[src/rtl/riscv_wb_pkg.sv]
// Shared constants for the write-back slice.
// Holds the register-index width, the default data and counter widths,
// and the x0 index constant used by riscv_wb and riscv_regfile.
package riscv_wb_pkg;

    localparam int                REGW     = 5;   // register index width
    localparam int                XLEN_DEF = 32;  // default data width
    localparam int                CNTW_DEF = 64;  // default instret width
    localparam logic [REGW-1:0]   X0       = '0;  // hardwired-zero register

endpackage

[src/rtl/riscv_regfile.sv]
// Integer register file.
// Synchronous clear on rst, one write port, two combinational read ports.
// x0 is never written and always reads 0; indices >= NREGS also read 0.
// Ports:
//   clk, rst         clock, synchronous active-high reset
//   we/waddr/wdata   write port (ignored when waddr is x0)
//   raddr1/rdata1    read port 1 (combinational)
//   raddr2/rdata2    read port 2 (combinational)
module riscv_regfile
    import riscv_wb_pkg::*;
#(
    parameter int XLEN  = XLEN_DEF,
    parameter int NREGS = 32
) (
    input  logic            clk,
    input  logic            rst,
    input  logic            we,
    input  logic [REGW-1:0] waddr,
    input  logic [XLEN-1:0] wdata,
    input  logic [REGW-1:0] raddr1,
    input  logic [REGW-1:0] raddr2,
    output logic [XLEN-1:0] rdata1,
    output logic [XLEN-1:0] rdata2
);

    logic [XLEN-1:0] regs_q [NREGS];

    always_ff @(posedge clk) begin
        if (rst) begin
            for (int i = 0; i < NREGS; i++) regs_q[i] <= '0;
        end else if (we && waddr != X0 && int'(waddr) < NREGS) begin
            regs_q[waddr] <= wdata;
        end
    end

    // x0 is forced on the read side as well, so regs_q[0] is never relied upon.
    always_comb begin
        rdata1 = '0;
        rdata2 = '0;
        if (raddr1 != X0 && int'(raddr1) < NREGS) rdata1 = regs_q[raddr1];
        if (raddr2 != X0 && int'(raddr2) < NREGS) rdata2 = regs_q[raddr2];
    end

endmodule

[src/rtl/riscv_wb.sv]
// Write-back stage.
// Registers the MA-stage result {rd, res, valid}, commits it to the register
// file on the following unstalled edge, serves two combinational read ports,
// and counts retired instructions.
// Optional feature: define RISCV_WB_BYPASS_EN to forward the pending wb result
// onto the read ports before it is committed.
// Ports:
//   clk, rst            clock, synchronous active-high reset (beats stall)
//   rdi, resi, validi   result from MA stage
//   stall               hold all state: no capture, commit or count
//   rs1/rs2             read addresses from decode
//   rs1_val/rs2_val     read data, combinational
//   wb_rd/wb_res/wb_valid  pending result awaiting commit
//   instret             retired-instruction count (wraps)
module riscv_wb
    import riscv_wb_pkg::*;
#(
    parameter int XLEN  = XLEN_DEF,
    parameter int NREGS = 32,
    parameter int CNTW  = CNTW_DEF
) (
    input  logic            clk,
    input  logic            rst,
    input  logic [REGW-1:0] rdi,
    input  logic [XLEN-1:0] resi,
    input  logic            validi,
    input  logic            stall,
    input  logic [REGW-1:0] rs1,
    input  logic [REGW-1:0] rs2,
    output logic [XLEN-1:0] rs1_val,
    output logic [XLEN-1:0] rs2_val,
    output logic [REGW-1:0] wb_rd,
    output logic [XLEN-1:0] wb_res,
    output logic            wb_valid,
    output logic [CNTW-1:0] instret
);

    logic [REGW-1:0] wb_rd_q,    wb_rd_d;
    logic [XLEN-1:0] wb_res_q,   wb_res_d;
    logic            wb_valid_q, wb_valid_d;
    logic [CNTW-1:0] instret_q,  instret_d;

    logic            rf_we;
    logic [XLEN-1:0] rf_rdata1, rf_rdata2;

    always_comb begin
        wb_rd_d    = wb_rd_q;
        wb_res_d   = wb_res_q;
        wb_valid_d = wb_valid_q;
        instret_d  = instret_q;
        rf_we      = 1'b0;
        if (!stall) begin
            // Bubbles still load rd/res (possibly X); wb_valid gates every use.
            wb_rd_d    = rdi;
            wb_res_d   = resi;
            wb_valid_d = validi;
            if (wb_valid_q) begin
                instret_d = instret_q + CNTW'(1);
                rf_we     = (wb_rd_q != X0);
            end
        end
    end

    always_ff @(posedge clk) begin
        if (rst) begin
            wb_rd_q    <= '0;
            wb_res_q   <= '0;
            wb_valid_q <= 1'b0;
            instret_q  <= '0;
        end else begin
            wb_rd_q    <= wb_rd_d;
            wb_res_q   <= wb_res_d;
            wb_valid_q <= wb_valid_d;
            instret_q  <= instret_d;
        end
    end

    // rst is folded into the regfile's own clear, so a pending result cannot
    // slip in on a reset edge.
    riscv_regfile #(
        .XLEN  (XLEN),
        .NREGS (NREGS)
    ) u_regfile (
        .clk    (clk),
        .rst    (rst),
        .we     (rf_we),
        .waddr  (wb_rd_q),
        .wdata  (wb_res_q),
        .raddr1 (rs1),
        .raddr2 (rs2),
        .rdata1 (rf_rdata1),
        .rdata2 (rf_rdata2)
    );

`ifdef RISCV_WB_BYPASS_EN
    // Forward the uncommitted result; holds through stall since wb_* hold too.
    always_comb begin
        rs1_val = rf_rdata1;
        rs2_val = rf_rdata2;
        if (wb_valid_q && rs1 != X0 && wb_rd_q == rs1) rs1_val = wb_res_q;
        if (wb_valid_q && rs2 != X0 && wb_rd_q == rs2) rs2_val = wb_res_q;
    end
`else
    // Decode sees the old register value until the commit edge.
    assign rs1_val = rf_rdata1;
    assign rs2_val = rf_rdata2;
`endif

    assign wb_rd    = wb_rd_q;
    assign wb_res   = wb_res_q;
    assign wb_valid = wb_valid_q;
    assign instret  = instret_q;

endmodule
[config.mk]
export PLATFORM = sky130hd
export DESIGN_NAME = riscv_wb
export DESIGN_NICKNAME = d
export VERILOG_FILES = /design/src/rtl/riscv_wb_pkg.sv /design/src/rtl/riscv_regfile.sv /design/src/rtl/riscv_wb.sv
export SDC_FILE = /design/constraint.sdc
export NUM_CORES = 2
export LEC_CHECK = 0
export ABC_CLOCK_PERIOD_IN_PS = 8050
export CAP_MARGIN = 10
export CORE_MARGIN = 2
export CORE_UTILIZATION = 50
export DETAILED_ROUTE_END_ITERATION = 8
export HOLD_SLACK_MARGIN = 0.05
export PLACE_DENSITY = 0.67
export SYNTH_ARGS = -nofsm -noshare
export SYNTH_HDL_FRONTEND = slang
export SYNTH_SLANG_ARGS = --single-unit
[constraint.sdc]
create_clock -name clk -period 8.05 [get_ports clk]
set_input_delay 1.61 -clock clk [delete_from_list [all_inputs] [get_ports clk]]
set_output_delay 1.61 -clock clk [all_outputs]
set_load 0.02 [all_outputs]
### Word level (Yosys, flattened, before mapping)

Memory sizes are Yosys's and may differ from the RTL's.
Cells that the tools add are included.

| operators by class | value |
|---|---|
| reductions and logical operators | 6 |
| $add $sub $neg | 1 |
| mux-type cells | 12 |
| bitwise gates (word level) | 1 |

Operator list:

| operator | number |
|---|---|
| $mux W32 | 3 |
| $add A64 B1 Y64 const B | 1 |
| $reduce_or A32 Y1 | 1 |
| $reduce_bool A5 Y1 | 3 |
| $mux W1 | 8 |
| $mux W5 | 1 |
| $reduce_and A2 Y1 | 1 |
| $logic_and A1 B1 Y1 | 1 |
| $not A1 Y1 | 1 |

| storage, ports and cells | value |
|---|---|
| input port bits | 51 |
| output and inout port bits | 166 |
| logic and storage cells | 25 |
| bits in writable memories | 1024 |
| memories kept | 1 |
| flip-flop bits (word level) | 102 |

Memories:

| name | words | bits a word | rd ports | clocked after memory_dff | wr ports | RTL line | text |
|---|---|---|---|---|---|---|---|
| u_regfile.regs_q | 32 | 32 | 2 | 0 | 32 | riscv_regfile.sv:26 | `logic [XLEN-1:0] regs_q [NREGS];` |

### Longest topological paths before layout

| logic depth | value |
|---|---|
| depth in word-level cells | 9 |
| mapped depth | 9 |
| gate-level depth less buffers | 6 |

### By module

From an unflattened synthesis, not the netlist that was laid out.

| unflattened totals | value |
|---|---|
| cell total of the unflattened synthesis | 3977 |
| area total of the unflattened synthesis | 58543.6 um^2 |

By module, submodules not included:

| module | area an instance (um^2) | seq. area each (um^2) | instances | cells each |
|---|---|---|---|---|
| riscv_regfile | 54232.0 | 30749.5 | 1 | 3502 |
| riscv_wb | 4311.6 | 2042.0 | 1 | 475 |

### Worst setup path before layout

No wires, ideal clock.

| timing path | value |
|---|---|
| path kind | input to output |
| from | input port rs1[1] |
| to | output port rs1_val[12] |
| required time | 6440 ps |
| stages | 7 |
| data arrival time | 3378 ps |
| buffers on the path | 4 |
| path slack | 3062 ps |
| path through | clkbuf_1 > buf_2 > buf_2 > clkbuf_1 > a221o_1 > o21ai_0 > a221oi_1 |

| between the ends | value |
|---|---|
| cells in the longest elaborated chain, start to end | 2 |
| elaborated cells on any way between the ends | 3 |
| those cells by class | 1 x mux; 1 x reduce/logical; 1 x memory |

Ends and longest elaborated chain:

| element | RTL line | text |
|---|---|---|
| start: declaration | riscv_wb.sv:28 | `input logic [REGW-1:0] rs1,` |
| $mem_v2 Z32 W32 / $reduce_bool A5 Y1 (equally long branches) | n/a |  |
| $mux W32 (*) | riscv_regfile.sv:40 | `if (raddr1 != X0 && int'(raddr1) < NREGS) rdata1 = regs_q[raddr1];` |
| end: declaration | riscv_wb.sv:30 | `output logic [XLEN-1:0] rs1_val,` |

Mark *: on every way between the ends. The rest lies on a longest branch, timed or not.

### Final worst setup path

| timing path | value |
|---|---|
| from | input port rs2[3] |
| to | output port rs2_val[6] |

| between the ends | value |
|---|---|
| cells in the longest elaborated chain, start to end | 2 |
| elaborated cells on any way between the ends | 3 |
| those cells by class | 1 x mux; 1 x reduce/logical; 1 x memory |

Ends and longest elaborated chain:

| element | RTL line | text |
|---|---|---|
| start: declaration | riscv_wb.sv:29 | `input logic [REGW-1:0] rs2,` |
| $mem_v2 Z32 W32 / $reduce_bool A5 Y1 (equally long branches) | n/a |  |
| $mux W32 (*) | riscv_regfile.sv:41 | `if (raddr2 != X0 && int'(raddr2) < NREGS) rdata2 = regs_q[raddr2];` |
| end: declaration | riscv_wb.sv:31 | `output logic [XLEN-1:0] rs2_val,` |

Marks and branches as above.

==> run summary <==
The first global-routing pass estimated 263000 um of wire. The DRC violation count after routing came out at 0. In the final routing, the length of wire on met1 measures 70600 um.

Buffers placed on the I/O ports in this run total 216. The number of enable-type register cells in the synthesized netlist is about 1000. At the placement stage, the worst setup path has a slack of 1.26 ns. The estimated wirelength of the detail-placed design came out at 108000 um.

The initialized floorplan defines ~120 standard-cell rows. The number of slew-limit violations in the final report came out at 0. In this run the cell area measured after placement is 61200 um^2.

The synthesized netlist devotes 0.533% of its cell area to XOR and XNOR gates. Once the floorplan was initialized, standard cells occupied 50.4% of the core. The highest clock rate is ~140 MHz.

The H-tree depth reported by CTS came out at 3. The uppermost layer routed is met5. The total met2 wirelength after detailed routing came out at 84500 um. TritonCTS built the clock tree.

The class of the most critical hold timing path is reg2reg. After synthesis, the largest family of logic cells by area is multiplexers. Dividing the detail-routed wire length by the instance count gives 31.8 um. The smallest hold slack is 0.493 ns. The number of buffers created by CTS is 119. After Yosys synthesis, and, or, nand and nor cells account for 15.5% of the synthesized area.

The worst setup path is captured at a primary output. The tool flagged a number of max-cap violations equal to 0. Entering global routing, the biggest net connects 88 pins. The average size of a mapped cell is 14.0 um^2. Multiplexer cells account for 21.7% of the synthesized area.

The number of fillers in the final layout came out at roughly 9000. After synthesis, the cell types taking the most area are sky130_fd_sc_hd__edfxtp_1, sky130_fd_sc_hd__mux4_2, sky130_fd_sc_hd__and2_1. The placeable core area is 114000 um^2. The number of endpoints with negative hold slack in the final report is 0. The flow ran to the end, and the final reports show no timing, DRC or antenna violations.

After routing, the total negative slack on setup checks comes to 0 ns. Across the VDD grid, the largest voltage drop is 181 uV. Counting flops and latches in the post-synthesis netlist gives 1095. Setup repair after global routing left no endpoint under its margin.

The leading register cell type out of synthesis is sky130_fd_sc_hd__edfxtp_1. For this run, the number of Yosys warnings is 0. The maximum number of buffers from clock root to sink is 3. The cell count after synthesis came out at 4098. The number of global-route vias before repair came out at 37200. The pin slew with the least headroom to its limit is 1.29 ns. The leakage power summed over all cells is between 20 and 25 nW. The fraction of the mapped netlist area in adder cells is 0.0217%. The count of nets left with antenna violations after detail routing is 0. The classification of the worst setup path is in2out. The required time of the critical path is 6.44 ns. The type of element launching the critical path is an input pin.

The mean number of vias per cell came out at about 6.5. The number of nets in the final layout came out at 4208. The number of failing setup endpoints in the final timing report is 0. The standard cell with the maximum stage delay on the critical path is sky130_fd_sc_hd__and2_1. Routability-driven placement finished with a final weighted congestion of 0.852.

The TritonCTS sink count came out at between 1000 and 1500. By count the netlist is led by sky130_fd_sc_hd__and2_1, sky130_fd_sc_hd__edfxtp_1, sky130_fd_sc_hd__mux4_2. The initial DRC count came out at 4757.

The clock arrives with about 0.032 ns of skew. The hold-fix buffer count after cts came out at 0. The critical path data arrival time came out at 5.32 ns. The number of cells after detailed placement is 5547.

The die extent in x is 343 um. The CTS clock-pin slew for the worst setup and hold paths came out at 0.06 ns. The power consumption came out at 13.5 mW.

The number of standard cells in the final layout excluding fillers is 5771. From synthesis to final layout, the design area changed by 13.2%. The cell sitting at the root of the clock tree is a sky130_fd_sc_hd__clkbuf_16. Measured on the finished design, the core utilization comes to 57.0%. After synthesis, the share of flip-flops with an asynchronous set or reset is 0%. The post-synthesis cell area is roughly 58000 um^2. In the finished design, the share of the clock period the worst path needs comes to between 80% and 90%. Once layout is done, the placed cells without fillers occupy between 60000 and 70000 um^2.

The sum of met3 wire segment lengths after detailed routing is roughly 19000 um. The global router's overall resource usage came out at 31.1%. For this design the ratio of total power to cell area is 207 nW/um^2. For this block, the routed nets add up to 183000 um of wire. The number of setup buffers added after CTS came out at 0. The length of the first detailed-routing pass in iterations came out at 6.

The total die area came out at 118000 um^2. The share of the synthesized area in the top cell type came out at 51.8%. The minimum period implied by the final worst setup slack is 6.93 ns.

The critical-path maximum fanout is 18. The delay of the slowest cell on the worst path is 1.09 ns. The proportion of layout cells with a drive suffix above 1 came out at ~22%.

The smallest setup slack after layout came out at approximately 1.1 ns. The critical path goes through buf_2 -> and2_1 -> nand2_1 -> o2111a_1 -> a221oi_1 -> clkdlybuf4s50_1. The number of antenna violations at the first check in global routing came to 9.

The vias after detailed routing came out at approximately 38000. The worst-skew pair later-pin latency is between 0.7 and 0.8 ns. The biggest area contributor in the post-synthesis netlist is sky130_fd_sc_hd__edfxtp_1. Sequential cells were found to cover roughly 55% of the synthesized design area.

The number of distinct library cell variants in the gate-level netlist after synthesis is between 40 and 50. The total overflow reported by the global router came out at 0. The synthesized netlist net count is 4150. Headroom to the max-slew limit came out at 14.1%. The floorplan die height came out at 343 um.

Summing the areas of all compound-gate instances in the mapped netlist gives 3.80% of the synthesized area. The number of gates given a new drive strength after cts came out at 0. The most frequent cell after synthesis is sky130_fd_sc_hd__and2_1. The count of pins on the block boundary came out at 217.
==> per-layer routing <==
| layer | up-vias | GRT usage (%) |
|---|---|---|
| met2 | 2357 | 48.3 |
| met3 | 408 | 5.65 |
| met5 | - | 0 |
| li1 | 15600 | - |
| met4 | 2 | 13.9 |
| met1 | 19400 | 43.2 |
==> path summary, 6_finish.rpt <==
kind | start | end | slack (ns) | cells past startpoint
min | instret[63] | instret[63] | 0.49 | 2
max reg2reg | wb_valid | u_regfile.regs_q[12][27] | 4.39 | 7
min reg2reg | instret[63] | instret[63] | 0.49 | 2
max | rs2[3] | rs2_val[6] | 1.12 | 6
==> state kept, by name (all words and copies together), names as in the netlist <==
name              flops
instret              64
u_regfile.regs_q    993
wb_rd                 5
wb_res               32
wb_valid              1
==> logic make-up after synthesis <==
group                      after synthesis
buffers and inverters                  433
muxes                                  680
adders and majority gates                1
and+or+nand+nor                       1560
other                                    1
AOI/OAI and AO/OA                      293
DFF                                   1095
xor gates and xnor gates                35
==> cell type report <==
type / instances / area (um^2) / share of cell area [%]
tap: 1512 / 1890 / 2.90
antenna: 2 / 5.00 / 0.00768
clock inverter: 52 / 494 / 0.759
sequential: 1095 / 31900 / 48.9
inverter: 15 / 56.3 / 0.0865
clock buffer: 170 / 3380 / 5.19
multi-input combinational: 2570 / 24100 / 37.0
timing repair buffer: 355 / 3350 / 5.14
==> placed cells by master, fill, tap and decap left out, types with 24 or more instances in the layout <==
cell | netlist | routed
sky130_fd_sc_hd__and3_1 | 24 | 24
sky130_fd_sc_hd__nor2_1 | 159 | 126
sky130_fd_sc_hd__clkdlybuf4s50_1 | 0 | 204
sky130_fd_sc_hd__or2_2 | 33 | 33
sky130_fd_sc_hd__a21oi_1 | 78 | 78
sky130_fd_sc_hd__clkbuf_1 | 289 | 36
sky130_fd_sc_hd__buf_4 | 9 | 130
sky130_fd_sc_hd__mux2i_1 | 168 | 168
sky130_fd_sc_hd__a221oi_1 | 44 | 44
sky130_fd_sc_hd__mux4_2 | 450 | 450
sky130_fd_sc_hd__and2_1 | 994 | 994
sky130_fd_sc_hd__o21ai_0 | 43 | 43
sky130_fd_sc_hd__edfxtp_1 | 993 | 993
sky130_fd_sc_hd__mux2_2 | 62 | 62
sky130_fd_sc_hd__nand4_1 | 27 | 27
sky130_fd_sc_hd__dfxtp_1 | 102 | 102
sky130_fd_sc_hd__clkbuf_16 | 0 | 126
sky130_fd_sc_hd__nand2_1 | 218 | 218
sky130_fd_sc_hd__o2111a_1 | 42 | 42
==> worst max-delay path, delay by kind of cell <==
| kind | cells | cell delay, ns |
|---|---|---|
| simple gates | 2 | 1.33 |
| buf+inv | 2 | 1.31 |
| compound gates | 2 | 1.03 |
==> power breakdown <==
| part | total, mW | switching [mW] | internal [mW] | leakage [nW] |
|---|---|---|---|---|
| sequential | 6.50 | 0.129 | 6.37 | 11.0 |
| combinational | 1.45 | 0.868 | 0.586 | 10.1 |
| clock | 5.51 | 2.31 | 3.19 | 1.90 |
| total | 13.5 | 3.31 | 10.2 | 23.0 |
Power figures use the tool's default switching activity.
